<file path="config.mk">
export PLATFORM = sky130hd
export DESIGN_NAME = preempt_arbiter_flat
export DESIGN_NICKNAME = d
export VERILOG_FILES = /design/src/rtl/preempt_arb_pkg.sv /design/src/rtl/preempt_arbiter_if.sv /design/src/rtl/preempt_arbiter_arb_pick.sv /design/src/rtl/preempt_arbiter.sv /design/src/flat_wrapper.sv
export SDC_FILE = /design/constraint.sdc
export NUM_CORES = 1
export LEC_CHECK = 0
export ABC_CLOCK_PERIOD_IN_PS = 2050
export CORE_UTILIZATION = 55
export DETAILED_ROUTE_END_ITERATION = 12
export DONT_BUFFER_PORTS = 1
export PLACE_DENSITY = 0.73
export SLEW_MARGIN = 20
export SYNTH_ARGS = -nofsm -noshare
export SYNTH_HDL_FRONTEND = slang
export SYNTH_HIERARCHICAL = 1
export SYNTH_SLANG_ARGS = --single-unit
export TNS_END_PERCENT = 30
</file>
<file path="constraint.sdc">
create_clock -name clk -period 2.05 [get_ports clk]
set_clock_uncertainty 0.2 [all_clocks]
set_input_delay 0.1025 -clock clk [delete_from_list [all_inputs] [get_ports clk]]
set_output_delay 0.1025 -clock clk [all_outputs]
set_load 0.02 [all_outputs]
</file>
<file path="src/rtl/preempt_arb_pkg.sv">
// preempt_arb_pkg: shared definitions for preempt_arbiter.
//   STATE_W           width of the mstate encoding
//   ST_* constants    legacy numeric state encodings (IDLE=0 .. HI_PRE=3)
//   state_e           FSM state type built on those encodings
package preempt_arb_pkg;

  localparam int unsigned STATE_W = 2;

  localparam logic [STATE_W-1:0] ST_IDLE   = 2'd0;
  localparam logic [STATE_W-1:0] ST_LO_ACT = 2'd1;
  localparam logic [STATE_W-1:0] ST_HI_ACT = 2'd2;
  localparam logic [STATE_W-1:0] ST_HI_PRE = 2'd3;

  typedef enum logic [STATE_W-1:0] {
    IDLE   = ST_IDLE,
    LO_ACT = ST_LO_ACT,
    HI_ACT = ST_HI_ACT,
    HI_PRE = ST_HI_PRE
  } state_e;

endpackage

</file>
<file path="src/rtl/preempt_arbiter_if.sv">
// preempt_arbiter_if: request/grant bundle between the masters and the arbiter.
//   req, done       per-master level request / access-complete strobe
//   grant, owner    one-hot grant and index of the granted master
//   mstate          FSM state encoding
//   saved_valid/idx preempted low-priority master awaiting resume
//   nb_interrupts   saturating preemption count
// Modports: master = requester side, slave = arbiter side.
interface preempt_arbiter_if #(
  parameter int unsigned N_MASTERS = 3,
  parameter int unsigned CNT_W     = 8,
  parameter int unsigned IDX_W     = $clog2(N_MASTERS)
);
  import preempt_arb_pkg::*;

  logic [N_MASTERS-1:0] req;
  logic [N_MASTERS-1:0] done;
  logic [N_MASTERS-1:0] grant;
  logic [IDX_W-1:0]     owner;
  logic [STATE_W-1:0]   mstate;
  logic                 saved_valid;
  logic [IDX_W-1:0]     saved_idx;
  logic [CNT_W-1:0]     nb_interrupts;

  modport master (
    output req, done,
    input  grant, owner, mstate, saved_valid, saved_idx, nb_interrupts
  );

  modport slave (
    input  req, done,
    output grant, owner, mstate, saved_valid, saved_idx, nb_interrupts
  );

endinterface

</file>
<file path="src/rtl/preempt_arbiter_arb_pick.sv">
// arb_pick: combinational selector among low-priority masters 1..N_MASTERS-1.
//   req_i    requests of masters N_MASTERS-1..1
//   ptr_i    round-robin search start (1..N_MASTERS-1)
//   valid_o  some low-priority master requests
//   idx_o    selected master index
// Macro PREEMPT_ARB_RR_EN: round-robin from ptr_i, wrapping N_MASTERS-1 -> 1;
// otherwise fixed priority, lowest index wins and ptr_i is unused.
module arb_pick #(
  parameter int unsigned N_MASTERS = 3,
  parameter int unsigned IDX_W     = $clog2(N_MASTERS)
) (
  input  logic [N_MASTERS-1:1] req_i,
  input  logic [IDX_W-1:0]     ptr_i,
  output logic                 valid_o,
  output logic [IDX_W-1:0]     idx_o
);

`ifdef PREEMPT_ARB_RR_EN
  int unsigned cand;

  always_comb begin
    valid_o = 1'b0;
    idx_o   = '0;
    cand    = 0;
    for (int unsigned k = 0; k < N_MASTERS - 1; k++) begin
      cand = 32'(ptr_i) + k;
      if (cand >= N_MASTERS) cand = cand - (N_MASTERS - 1);
      if (!valid_o && req_i[cand]) begin
        valid_o = 1'b1;
        idx_o   = IDX_W'(cand);
      end
    end
  end
`else
  logic unused_ptr;
  assign unused_ptr = ^ptr_i;

  // Scan downward so the lowest requesting index is the last one written.
  always_comb begin
    valid_o = 1'b0;
    idx_o   = '0;
    for (int unsigned k = N_MASTERS - 1; k >= 1; k--) begin
      if (req_i[k]) begin
        valid_o = 1'b1;
        idx_o   = IDX_W'(k);
      end
    end
  end
`endif

endmodule

</file>
<file path="src/rtl/preempt_arbiter.sv">
// preempt_arbiter: N-master bus access controller. Master 0 preempts any
// low-priority tenure; the preempted master resumes automatically after it.
//   clk    system clock, rising edge
//   reset  asynchronous active-high reset
//   bus    preempt_arbiter_if.slave (req/done in; grant, owner, mstate,
//          saved_valid, saved_idx, nb_interrupts out; all registered)
// Macro PREEMPT_ARB_RR_EN: round-robin among low-priority masters (adds a
// pointer register); undefined gives fixed lowest-index priority.
module preempt_arbiter
  import preempt_arb_pkg::*;
#(
  parameter int unsigned N_MASTERS = 3,
  parameter int unsigned MIN_HOLD  = 2,
  parameter int unsigned CNT_W     = 8,
  parameter int unsigned IDX_W     = $clog2(N_MASTERS)
) (
  input  logic             clk,
  input  logic             reset,
  preempt_arbiter_if.slave bus
);

  localparam int unsigned      TEN_W   = $clog2(MIN_HOLD + 1);
  localparam logic [IDX_W-1:0] LAST_LO = IDX_W'(N_MASTERS - 1);
  localparam logic [IDX_W-1:0] FIRST_LO = IDX_W'(1);

  state_e               state_q, state_d;
  logic [IDX_W-1:0]     owner_q, owner_d;
  logic [N_MASTERS-1:0] grant_q, grant_d;
  logic [TEN_W-1:0]     tenure_q, tenure_d;
  logic                 saved_valid_q, saved_valid_d;
  logic [IDX_W-1:0]     saved_idx_q, saved_idx_d;
  logic [CNT_W-1:0]     irq_q, irq_d;

  logic                 hold_met;
  logic                 pick_valid;
  logic [IDX_W-1:0]     pick_idx;
  logic [IDX_W-1:0]     pick_ptr;

`ifdef PREEMPT_ARB_RR_EN
  logic [IDX_W-1:0]     ptr_q, ptr_d;
  assign pick_ptr = ptr_q;
`else
  assign pick_ptr = FIRST_LO;
`endif

  arb_pick #(
    .N_MASTERS (N_MASTERS),
    .IDX_W     (IDX_W)
  ) u_pick (
    .req_i   (bus.req[N_MASTERS-1:1]),
    .ptr_i   (pick_ptr),
    .valid_o (pick_valid),
    .idx_o   (pick_idx)
  );

  assign hold_met = (tenure_q >= TEN_W'(MIN_HOLD));

  always_comb begin
    state_d       = state_q;
    owner_d       = owner_q;
    saved_valid_d = saved_valid_q;
    saved_idx_d   = saved_idx_q;
    irq_d         = irq_q;
    tenure_d      = tenure_q;
`ifdef PREEMPT_ARB_RR_EN
    ptr_d         = ptr_q;
`endif
    // Tenure counts up while granted and saturates at MIN_HOLD.
    if (state_q != IDLE && !hold_met) tenure_d = tenure_q + 1'b1;

    case (state_q)
      IDLE: begin
        if (bus.req[0]) begin
          state_d  = HI_ACT;
          owner_d  = '0;
          tenure_d = TEN_W'(1);
        end else if (pick_valid) begin
          state_d  = LO_ACT;
          owner_d  = pick_idx;
          tenure_d = TEN_W'(1);
`ifdef PREEMPT_ARB_RR_EN
          ptr_d    = (pick_idx == LAST_LO) ? FIRST_LO : pick_idx + 1'b1;
`endif
        end
      end
      LO_ACT: begin
        // Release has priority over preemption in the same cycle.
        if (bus.done[owner_q] && hold_met) begin
          owner_d  = '0;
          if (bus.req[0]) begin
            state_d  = HI_ACT;
            tenure_d = TEN_W'(1);
          end else begin
            state_d  = IDLE;
            tenure_d = '0;
          end
        end else if (bus.req[0]) begin
          state_d       = HI_PRE;
          owner_d       = '0;
          tenure_d      = TEN_W'(1);
          saved_valid_d = 1'b1;
          saved_idx_d   = owner_q;
          if (irq_q != '1) irq_d = irq_q + 1'b1;
        end
      end
      HI_ACT: begin
        if (bus.done[0] && hold_met) begin
          state_d  = IDLE;
          tenure_d = '0;
        end
      end
      HI_PRE: begin
        if (bus.done[0] && hold_met) begin
          saved_valid_d = 1'b0;
          if (bus.req[saved_idx_q]) begin
            state_d  = LO_ACT;
            owner_d  = saved_idx_q;
            tenure_d = TEN_W'(1);
          end else begin
            state_d  = IDLE;
            tenure_d = '0;
          end
        end
      end
      default: state_d = IDLE;
    endcase

    grant_d = '0;
    if (state_d != IDLE) grant_d[owner_d] = 1'b1;
  end

  always_ff @(posedge clk or posedge reset) begin
    if (reset) begin
      state_q       <= IDLE;
      owner_q       <= '0;
      grant_q       <= '0;
      tenure_q      <= '0;
      saved_valid_q <= 1'b0;
      saved_idx_q   <= '0;
      irq_q         <= '0;
`ifdef PREEMPT_ARB_RR_EN
      ptr_q         <= FIRST_LO;
`endif
    end else begin
      state_q       <= state_d;
      owner_q       <= owner_d;
      grant_q       <= grant_d;
      tenure_q      <= tenure_d;
      saved_valid_q <= saved_valid_d;
      saved_idx_q   <= saved_idx_d;
      irq_q         <= irq_d;
`ifdef PREEMPT_ARB_RR_EN
      ptr_q         <= ptr_d;
`endif
    end
  end

  assign bus.grant         = grant_q;
  assign bus.owner         = owner_q;
  assign bus.mstate        = state_q;
  assign bus.saved_valid   = saved_valid_q;
  assign bus.saved_idx     = saved_idx_q;
  assign bus.nb_interrupts = irq_q;

endmodule

</file>
<file path="src/flat_wrapper.sv">
// flat-port wrapper written by rule: the top's interface ports become plain ports
module preempt_arbiter_flat import preempt_arb_pkg::*;
#(
  parameter int unsigned N_MASTERS = 3,
  parameter int unsigned MIN_HOLD  = 2,
  parameter int unsigned CNT_W     = 8,
  parameter int unsigned IDX_W     = $clog2(N_MASTERS)
)
  (clk, reset, bus_req, bus_done, bus_grant, bus_owner, bus_mstate, bus_saved_valid, bus_saved_idx, bus_nb_interrupts);
  preempt_arbiter_if #(.N_MASTERS(N_MASTERS), .CNT_W(CNT_W), .IDX_W(IDX_W)) bus_i ();
  input  logic clk;
  input  logic reset;
  input wire logic [$bits(bus_i.req)-1:0] bus_req;
  input wire logic [$bits(bus_i.done)-1:0] bus_done;
  output wire logic [$bits(bus_i.grant)-1:0] bus_grant;
  output wire logic [$bits(bus_i.owner)-1:0] bus_owner;
  output wire logic [$bits(bus_i.mstate)-1:0] bus_mstate;
  output wire logic [$bits(bus_i.saved_valid)-1:0] bus_saved_valid;
  output wire logic [$bits(bus_i.saved_idx)-1:0] bus_saved_idx;
  output wire logic [$bits(bus_i.nb_interrupts)-1:0] bus_nb_interrupts;
  assign bus_i.req = bus_req;
  assign bus_i.done = bus_done;
  assign bus_grant = bus_i.grant;
  assign bus_owner = bus_i.owner;
  assign bus_mstate = bus_i.mstate;
  assign bus_saved_valid = bus_i.saved_valid;
  assign bus_saved_idx = bus_i.saved_idx;
  assign bus_nb_interrupts = bus_i.nb_interrupts;
  preempt_arbiter #(.N_MASTERS(N_MASTERS), .MIN_HOLD(MIN_HOLD), .CNT_W(CNT_W), .IDX_W(IDX_W)) u_core (.clk(clk), .reset(reset), .bus(bus_i));
endmodule
</file>
Word-level counts from Yosys, hierarchy flattened
Index checks and enable logic that the tools add are counted.
{ "word_totals": {"word_cells": 74, "inputBits": 8, "out_inout_bits": 18, "reg_bits": 20} }
{ "classes": {"bitwise_logic": 1, "n_reduce_logical": 12, "muxes": 40, "add_sub_neg": 2, "n_lt_le_gt_ge": 5, "n_eq_ne": 7} }
{ "op_table": {"columns": ["operator", "count"], "rows": [
  ["2-bit two-way mux", 22],
  ["2-bit one-hot mux with 4 select lines", 2],
  ["1-bit two-way mux", 10],
  ["2-bit by 3-bit < comparator with 1-bit output (second input constant)", 3],
  ["8-bit by 1-bit adder with 8-bit output (second input constant)", 1],
  ["8-bit != test (second input constant)", 1],
  ["4-bit AND reduction", 2],
  ["2-bit one-hot mux with 3 select lines", 1],
  ["2-bit nonzero test", 3],
  ["1-bit binary-select mux with 2-bit select", 2],
  ["2-bit equality test (second input constant)", 2],
  ["1-bit logical AND", 4],
  ["2-bit != test (second input constant)", 2],
  ["3-bit two-way mux", 1],
  ["3-bit AND reduction", 1],
  ["2-bit by 1-bit adder with 2-bit output (second input constant)", 1],
  ["1-bit demux with 2-bit select", 1],
  ["2-bit by 1-bit equality test with 1-bit output (second input constant)", 1],
  ["2-bit by 1-bit >= comparator with 1-bit output (second input constant)", 1],
  ["2-bit >= comparator (second input constant)", 1],
  ["2-bit logical NOT", 1],
  ["2-bit by 1-bit != test with 1-bit output (second input constant)", 1],
  ["1-bit one-hot mux with 2 select lines", 1],
  ["1-bit logical NOT", 1],
  ["1-bit NOT", 1]
]} }

Depth between registers and ports, before layout
Gate-level depths: netlist of run 1.
{ "logic_depth": {"ltp_word": 10, "depth_mapped": 7} }

Modules after synthesis
Netlist of run 1, hierarchy kept.
{ "modules_own_cells": {"columns": ["module", "area_per_inst_um2", "cells_each", "n_inst"], "rows": [
  ["preempt_arbiter", 1151.1, 120, 1],
  ["arb_pick", 22.5, 3, 1]
]} }

Least setup slack after synthesis of run 1
Ideal clock, no wire load.
{ "synth_timing": {"path_type": "reg2reg", "from": "reg u_core.tenure_q[1]", "to": "reg u_core.irq_q[1] (netlist: u_core/bus.nb_interrupts[1])", "t_arrival_ns": 1.842, "required_ns": 1.725, "path_slack_ns": -0.117, "period_less_slack_ns": 2.167, "stages_incl_launch_ff": 7, "setup_time_ns": 0.125, "path_cell_list": "dfrtp_1 -> ha_1 -> a2bb2oi_1 -> and3_1 -> a211oi_4 -> nand2_2 -> mux2_4"} }
{ "synth_via": {"elab_chain_cells": 4} }
{ "synth_lines": {"columns": ["element", "line_no", "source"], "rows": [
  ["from (decl)", "preempt_arbiter.sv:29", "logic [TEN_W-1:0] tenure_q, tenure_d;"],
  ["from (signal assigned)", "preempt_arbiter.sv:148", "tenure_q <= tenure_d;"],
  ["2-bit >= comparator", "preempt_arbiter.sv:56", "assign hold_met = (tenure_q >= TEN_W'(MIN_HOLD));"],
  ["1-bit logical AND", "preempt_arbiter.sv:88", "if (bus.done[owner_q] && hold_met) begin"],
  ["1-bit NOT (no line)", null, null],
  ["4-bit AND reduction (no line)", null, null],
  ["to (signal assigned)", "preempt_arbiter.sv:151", "irq_q <= irq_d;"],
  ["to (decl)", "preempt_arbiter.sv:32", "logic [CNT_W-1:0] irq_q, irq_d;"]
]} }
Every way passes these cells.
A chain may end at the register's enable or synchronous reset.

Final worst setup path of run 1
{ "layout_timing": {"from": "reg u_core.tenure_q[1]", "to": "reg u_core.grant_q[2] (netlist: u_core/bus.grant[2])"} }
{ "layout_via": {"elab_chain_cells": 9, "elab_cells_between_ends": 17} }
{ "layout_lines": {"columns": ["element", "line_no", "source"], "rows": [
  ["2-bit >= comparator (*)", "preempt_arbiter.sv:56", null],
  ["1-bit logical AND (on tied branches)", "preempt_arbiter.sv:113, preempt_arbiter.sv:88", null],
  ["2-bit two-way mux (on tied branches)", "preempt_arbiter.sv:113, preempt_arbiter.sv:88", null],
  ["2-bit one-hot mux with 3 select lines (*)", "preempt_arbiter.sv:71", "case (state_q)"],
  ["via u_core.owner_d[1]", "preempt_arbiter.sv:27", "logic [IDX_W-1:0] owner_q, owner_d;"],
  ["2-bit by 3-bit < comparator with 1-bit output (implied by the code) or 2-bit by 1-bit >= comparator with 1-bit output (tied branches)", "preempt_arbiter.sv:129", "if (state_d != IDLE) grant_d[owner_d] = 1'b1;"],
  ["1-bit logical AND (implied by the code)", "preempt_arbiter.sv:129", null],
  ["1-bit two-way mux (implied by the code)", "preempt_arbiter.sv:129", null],
  ["1-bit demux with 2-bit select (*)", null, null],
  ["3-bit two-way mux (*)", "preempt_arbiter.sv:129", null],
  ["via u_core.grant_d[2]", "preempt_arbiter.sv:28", "logic [N_MASTERS-1:0] grant_q, grant_d;"],
  ["to (signal assigned)", "preempt_arbiter.sv:147", "grant_q <= grant_d;"],
  ["to (decl)", "preempt_arbiter.sv:28", null]
]} }
The timed path passes the listed nets; every way through them passes the cells marked *.

==> reports/results.txt, run 1 <==
Post-layout min period - 2090 ps
Nets - 154
Avg Cell Area, Syn - 9.64 um^2
Initial antenna violation count - 0
Clk buf depth - 2
Max Slew Vio Count - 0
Reg clk slew, reported paths - 120 ps
DIE AREA - 2310 um^2
Crit path kind - flop to flop
Critical path data required time - 2080 ps
Multi-input logic area - 688 um^2
Max VDD drop - 0.000941 V
Max-Cap Viols - 0
Worst-Skew Late Latency - 310 ps
TritonCTS Sinks - 20
ANT cells - 0
Failing checks - setup timing
Hold Path Class - input port to flop
Tcrit/Tclk final - 102%
Critical path buffer and inverter count - 0
Setup Viol. Count Final - 3
H-tree levels - 1
1st-pass router iterations - 4
Synth Cell Area - 1170 um^2
Hpwl dp - 1.96 mm
Crit path arrival time - 2120 ps
CP Launch Type - flop
P_leak - 0.647 nW
Max incr delay on CP - 440 ps
Core ar. - 1980 um^2
Setup crit end kind - flop
Vias per std cell - 6.46
Critical Path Fanout Max - 4
CP max stage cell - dfrtp_1
Post-Syn Instances - 121
Root buffer cell - clkbuf_4
R2r worst-path depth - 6
Iter 0 DRT Violations - 27
PnR worst setup slack - -37.4 ps
TNS Setup - -40.0 ps
Final core utilization - 74.2%
Unrepaired setup endpoints after global routing - yes
Routed Antenna Nets - 0
Hold depth - 2
Die height - 48.0 um
Avg WL per Cell - 18.5 um
Starting Density - 58.8%
Worst-Margin Slew - 793 ps
Cell Pwr Density - 1540 nW/um^2
Total track usage - 27.4%
Die X - 48.0 um
Status - finished, violations left
First-pass GRT wire length - 4.26 mm
Via count - 1098
Number of top-level pins - 26
Final hold violations - 0
Congestion Overflow GR - 0
Gpl congestion - 0.894
DRC viols - 0
Top cell family by delay on the critical path - compound AO/OA/AOI/OAI gates
Sequential cell area - 502 um^2
CTS tree - yes
IO Port Bufs - 0
Post-synthesis net count - 131
Crit-path cells - ha_4 > a2bb2oi_2 > a311oi_1 > o21ai_0 > a31oi_2 > nor3b_1
Largest net degree at the start of global routing - 21
Yosys warns - 6
Max_slew headroom - 47.1%
Worst path depth - 6
Core Rows - 16
Drt total wl - 3.15 mm
Fillers - 134
Number of buffers created by CTS - 3
Vias in the first global route - 976
Fmax - 0.479 GHz
Layout cell share with drive strength beyond 1 - 27.3%
Syn-to-layout area delta - 26.2%
-- what timing repair did --
item                       in CTS  in global routing
gates cloned                    0                  0
setup endpoints to repair       4                 12
setup buffers                   0                  4
gates resized for setup         2                  7
hold endpoints to repair       34                  0
pin swaps                       0                  5
hold buffers                    3                  0
-- report_power, final --
part | switching (mW) | internal [mW]
logic | 0.655 | 0.541
clock network | 0.134 | 0.198
registers | 0.211 | 0.532
total | 1.00 | 1.27
-- state kept, by name, summed over array words and instances (netlist names) --
signal and count:
u_core/bus.saved_valid 1, u_core/tenure_q 2, u_core/bus.owner 2, u_core/bus.grant 3, u_core/bus.saved_idx 2, u_core/bus.mstate 2
u_core/bus.nb_interrupts 8
-- through the flow --
step                      power [mW]  setup slack (ps)  std cells  cell area [um^2]  hold slack [ps]
after global placement          1.73              58.5        159              1310            -43.7
after global routing            2.40             -89.7        170              1470             47.7
after CTS                       2.13             -5.21        166              1410             17.0
final                           2.27             -37.4        170              1470             34.9
after detailed placement        1.76              12.5        159              1310            -27.4
after floorplan                 1.44              5.65        121              1180             -134
-- cell usage in the layout (no fill, tap or decap), types with 2 or more instances in the layout --
master / instances
a31oi_1: 3
nor3b_1: 3
buf_4: 19
dlygate4sd3_1: 3
nor2b_1: 3
o21a_1: 2
clkbuf_4: 3
dfrtp_1: 19
nand2_1: 5
nand2b_1: 3
a21oi_1: 7
nand3b_1: 2
inv_1: 2
nor2_1: 8
nand3_1: 7
o21ai_0: 5
xnor2_1: 7
and2_1: 2
mux2_4: 3
nand4_1: 4
and3_1: 4
-- per-layer routing --
metal	vias up	global-route usage [%]	routed length [um]
li1	492	-	-
met2	55	42.2	1530
met3	5	6.04	194
met4	0	12.2	36
met1	546	36.7	1390
met5	-	0	0
-- path summary, 6_finish.rpt --
kind                            slack (ps)                        start                           to
worst min register to register         420  u_core/bus.nb_interrupts[4]  u_core/bus.nb_interrupts[4]
worst max-delay path                   -40           u_core/tenure_q[1]          u_core/bus.grant[2]
min in group asynchronous              170                        reset          u_core/bus.grant[0]
worst min-delay path                    30                  bus_done[0]         u_core/bus.mstate[1]
max in group asynchronous              950                        reset          u_core/bus.owner[1]
worst max register to register         -40           u_core/tenure_q[1]          u_core/bus.grant[2]
-- worst register-to-register path, delay by kind of cell (launching register included) --
kind	cells	cell delay [ps]
and+or+nand+nor	1	210
DFF	1	440
adders and majority gates	1	180
AOI/OAI and AO/OA	4	970
-- area by class of cell --
type / instances / share of cell area (%)
tap: 27 / 2.30
clock buffer: 3 / 1.53
multi-input combinational: 93 / 46.8
timing repair buffer: 23 / 12.5
sequential: 20 / 34.1
inverter: 3 / 0.765
clock inverter: 1 / 2.04
(Power assumes the default switching activity.)
==> run 2: changes to the inputs <==
==> constraint.sdc (replaced) <==
create_clock -name clk -period 2.05 [get_ports clk]
set_clock_uncertainty 0.2 [all_clocks]
set_input_delay 0.3075 -clock clk [delete_from_list [all_inputs] [get_ports clk]]
set_output_delay 0.3075 -clock clk [all_outputs]
set_load 0.02 [all_outputs]
==> reports/results.txt, run 2 (synthesis results as in run 1) <==
DP Area - 1320 um^2
Max incr delay on CP - 440 ps
IO Port Bufs - 0
TritonCTS Sinks - 20
Total track usage - 29.4%
Starting Density - 58.8%
Crit path kind - flop to flop
Root buffer cell - clkbuf_4
Comb pwr share - 53.6%
Vias per std cell - 6.07
Design Area, Final - 1490 um^2
Reg clk slew, reported paths - 120 ps
DRC viols - 0
Drt total wl - 2.98 mm
Hold_sp - bus_req[0]
Max Slew Vio Count - 0
CP startpoint - u_core/tenure_q[1]
Largest net degree at the start of global routing - 17
Via count - 1038
DIE AREA - 2310 um^2
Commonest non-fill, non-tap cell in the layout - buf_4
Critical path data required time - 2050 ps
Min Hold Slack - -6.32 ps
Sw Ratio - 43.0%
Max-Cap Viols - 0
Layout cell share with drive strength beyond 1 - 31.3%
Fin cells - 171
Commonest non-fill, non-tap cells in the layout - buf_4 (20), dfrtp_1 (19), nor2_1 (8)
Psw - 1.00 mW
Tcrit/Tclk final - 99.3%
Crit path arrival time - 2030 ps
Iter 0 DRT Violations - 22
Clk buf depth - 2
Post-layout min period - 2040 ps
Max FFs per register - 8
Unrepaired setup endpoints after global routing - yes
Seq pwr share - 32.2%
Dpl cells - 160
Hpwl dp - 2.05 mm
Number of buffers created by CTS - 3
First-pass GRT wire length - 4.53 mm
1st-pass router iterations - 4
Cell Pwr Density - 1560 nW/um^2
Die height - 48.0 um
Max VDD drop - 0.00113 V
Nets - 155
Register-to-Register Setup Slack - 10 ps
Final hold violations - 1
Core Rows - 16
Gpl congestion - 0.909
Vias in the first global route - 981
Initial antenna violation count - 0
Congestion Overflow GR - 0
Status - finished, violations left
Die X - 48.0 um
Syn-to-layout area delta - 27.6%
Crit-path cells - ha_4 > a2bb2oi_2 > and3_4 > a211oi_4 > buf_4 > nand4_1 > xnor2_1
Avg WL per Cell - 17.4 um
CTS tree - yes
ANT cells - 0
Setup Viol. Count Final - 0
CP Launch Type - flop
Worst-Skew Late Latency - 310 ps
Worst-Margin Slew - 455 ps
Core ar. - 1980 um^2
Failing checks - hold timing
Final core utilization - 75.1%
Hold Path Class - input port to flop
Setup crit end kind - flop
Crit Reg-Reg Startpoint - u_core/tenure_q[1]
H-tree levels - 1
Critical Path Fanout Max - 5
P_leak - 0.657 nW
Routed Antenna Nets - 0
Number of top-level pins - 26
Max_slew headroom - 69.6%
Fmax - 0.491 GHz
CP max stage cell - dfrtp_1
Fillers - 142
Clock group share of total power - 14.2%
Pint - 1.33 mW
==> run 2: metal layers <==
layer | wire (um) | track usage, % | share of wire (%) | up-vias
met3 | 186 | 6.42 | 6.2 | 9
met4 | 48 | 11.1 | 1.6 | 0
li1 | - | - | - | 488
met2 | 1430 | 47.6 | 48 | 37
met1 | 1310 | 38.4 | 44 | 504
met5 | 0 | 0 | 0 | -
==> run 2: cell type report <==
type | instances | area [um^2] | share of cell area [%]
Timing Repair Buffer | 24 | 193 | 13.0
Sequential cell | 20 | 502 | 33.7
Inverter | 3 | 11.3 | 0.757
Clock buffer | 3 | 22.5 | 1.51
Multi-Input combinational cell | 93 | 696 | 46.8
Tap cell | 27 | 33.8 | 2.27
Clock inverter | 1 | 30.0 | 2.02
==> run 2: final timing paths <==
kind,endpoint,cells past startpoint
setup / recovery,u_core/bus.nb_interrupts[6],7
hold / removal,u_core/tenure_q[0],2
setup reg to reg,u_core/bus.nb_interrupts[6],7
hold reg to reg,u_core/bus.nb_interrupts[4],2
max in group asynchronous,u_core/bus.owner[1],3
min in group asynchronous,u_core/bus.grant[1],2
==> run 2: worst max-delay path: cells and delay by family, from the launching register on <==
family,cells,cell delay (ps)
XOR/XNOR,1,150
buffers and inverters,1,180
flip-flops,1,440
AND/OR/NAND/NOR,2,270
adder cells (fa/ha/maj),1,180
AO/OA/AOI/OAI,2,490
==> run 2: metrics by stage <==
step                      power (mW)  worst slack, ps  setup TNS [ps]
after global placement          1.73             54.5               0
final                           2.33             14.9               0
after global routing            2.47            -61.4            -204
after detailed placement        1.78             -115            -115
after floorplan                 1.44             5.65               0
after CTS                       2.20            0.580               0
==> run 2: timing repair <==
action / 4_1_cts / 5_1_grt
resized for setup: 7 / 8
pin swaps: 1 / 3
buffers inserted: 0 / 5
hold buffers: 2 / 0
gates cloned: 0 / 0
endpoints found under the hold margin: 14 / 0
endpoints found under the setup margin: 5 / 10
==> run 2: power groups by stage <==
stage / Sequential [mW] / Combinational, mW / Clock, mW
global route: 0.771 / 1.35 / 0.349
finish: 0.749 / 1.25 / 0.331
CTS: 0.744 / 1.12 / 0.335
detailed placement: 0.745 / 1.03 / 0
floorplan: 0.801 / 0.642 / 0
global placement: 0.738 / 0.993 / 0
==> run 3: changes to the inputs <==
- CAP_MARGIN: default -> 20
- GPL_TIMING_DRIVEN: default -> 0
==> reports/results.txt, run 3 (synthesis results as in run 1) <==
Max VDD drop - 0.000897 V
Crit path kind - flop to flop
Congestion Overflow GR - 0
Design Area, Final - 1450 um^2
Met2 Track Usage GR - 39.7%
CTS tree - yes
Drt total wl - 2.87 mm
Number of top-level pins - 26
Hpwl dp - 1.74 mm
DIE AREA - 2310 um^2
Comb pwr share - 50.2%
DRC viols - 0
Number of buffers created by CTS - 3
Setup Viol. Count Final - 2
Max_slew headroom - 48.5%
Iter 0 DRT Violations - 31
Final hold violations - 1
Max Slew Vio Count - 0
Vias per std cell - 6.35
Avg WL per Cell - 17.9 um
Critical path data required time - 2050 ps
Fmax - 0.483 GHz
Setup crit end kind - flop
Crit path arrival time - 2070 ps
ANT cells - 0
CP Launch Type - flop
Root buffer cell - clkbuf_4
Largest net degree at the start of global routing - 21
Failing checks - hold timing, setup timing
Cell Pwr Density - 1490 nW/um^2
Worst-Margin Slew - 771 ps
H-tree levels - 1
Fillers - 140
Min Hold Slack - -0.462 ps
Starting Density - 58.8%
Pint - 1.15 mW
Multi-input logic area - 761 um^2
Die X - 48.0 um
Max FFs per register - 8
Commonest non-fill, non-tap cells in the layout - dfrtp_1 (12), nor2_1 (8), dfrtp_2 (8)
Clock group share of total power - 10.9%
Total track usage - 25.6%
Routed Antenna Nets - 0
Via count - 1016
Psw - 1.01 mW
TNS Setup - -29.8 ps
Layout cell share with drive strength beyond 1 - 33.8%
Hold Path Class - input port to flop
Vias in the first global route - 907
Clk buf depth - 2
PnR worst setup slack - -19.3 ps
GR Layer Usage met1 - 36.3%
Tcrit/Tclk final - 101%
Core Rows - 16
Reg clk slew, reported paths - 120 ps
Max-Cap Viols - 0
Unrepaired setup endpoints after global routing - yes
First-pass GRT wire length - 4.14 mm
Die height - 48.0 um
Commonest non-fill, non-tap cell in the layout - dfrtp_1
Dpl ws - -196 ps
Status - finished, violations left
Post-layout min period - 2070 ps
GR Util met3 - 7.55%
Critical Path Fanout Max - 7
Sequential cell area - 510 um^2
Sw Ratio - 46.7%
TritonCTS Sinks - 20
Busiest layer in global routing - met2
Seq pwr share - 38.8%
Syn-to-layout area delta - 24.6%
Gpl congestion - 0.818
IO Port Bufs - 0
1st-pass router iterations - 4
Worst-Skew Late Latency - 300 ps
Core ar. - 1980 um^2
Nets - 144
DP Area - 1210 um^2
P_leak - 0.599 nW
Initial antenna violation count - 0
-- run 3: cell types whose count changed in the layout (fill, tap and decap cells not counted), moves of 2 or more --
cell / previous run / this run
buf_4: 20 / 6
dfrtp_2: 1 / 8
nand3_1: 7 / 5
dfrtp_1: 19 / 12
-- run 3: worst max-delay path, cell delays in order, from the launching register on --
cell and delay (ps):
dfrtp_2 520, or3_4 450, a211oi_4 280, buf_6 170, nand2_4 50, mux2_4 290
-- run 3: worst paths after layout --
path,start,endpoint,slack (ps),cells past startpoint
max in group asynchronous,reset,u_core/bus.mstate[1],750,2
min in group asynchronous,reset,u_core/tenure_q[1],370,2
worst min register to register,u_core/bus.nb_interrupts[4],u_core/bus.nb_interrupts[4],370,1
worst min-delay path,bus_done[0],u_core/tenure_q[1],-0.5,3
worst max register to register,u_core/bus.owner[1],u_core/bus.nb_interrupts[1],-20,5
worst max-delay path,u_core/bus.owner[1],u_core/bus.nb_interrupts[1],-20,5
-- run 3: cell type report --
type	count	share of cell area [%]
repair buffers	8	4.91
plain buffers	5	1.98
clock buffers	4	2.50
multi-input cells	93	52.4
well taps	27	2.33
flip-flops and latches	20	35.1
inverters	3	0.775
-- run 3: metal layers --
metal / vias to the layer above / wire length [um]
li1: 471 / -
met1: 495 / 1250
met2: 50 / 1390
met3: 0 / 225
met4: 0 / 0
met5: - / 0
-- run 3: power groups by stage --
stage / registers [mW] / logic [mW] / clock network, mW
floorplan: 0.801 / 0.642 / 0
global placement: 0.841 / 0.745 / 0
detailed placement: 0.851 / 0.770 / 0
CTS: 0.833 / 0.864 / 0.237
global route: 0.870 / 1.19 / 0.254
finish: 0.839 / 1.09 / 0.236
-- run 3: timing repair --
item                                    in CTS  in global routing
pin swaps                                    1                  5
buffers inserted                             5                  2
endpoints found under the setup margin      14                  9
hold buffers                                 1                  0
gates resized for setup                      8                 27
hold endpoints to repair                    20                  0
-- run 3: through the flow --
stage          power [mW]  instances  util [%]  hold slack (ps)
6_report             2.16        160      73.3           -0.462
3_3_place_gp         1.59        148      61.2              145
4_1_cts              1.93        158      66.6             1.16
5_1_grt              2.31        160      73.3             58.7
2_1_floorplan        1.44        121         -             71.3
3_5_place_dp         1.62        148      61.2              173
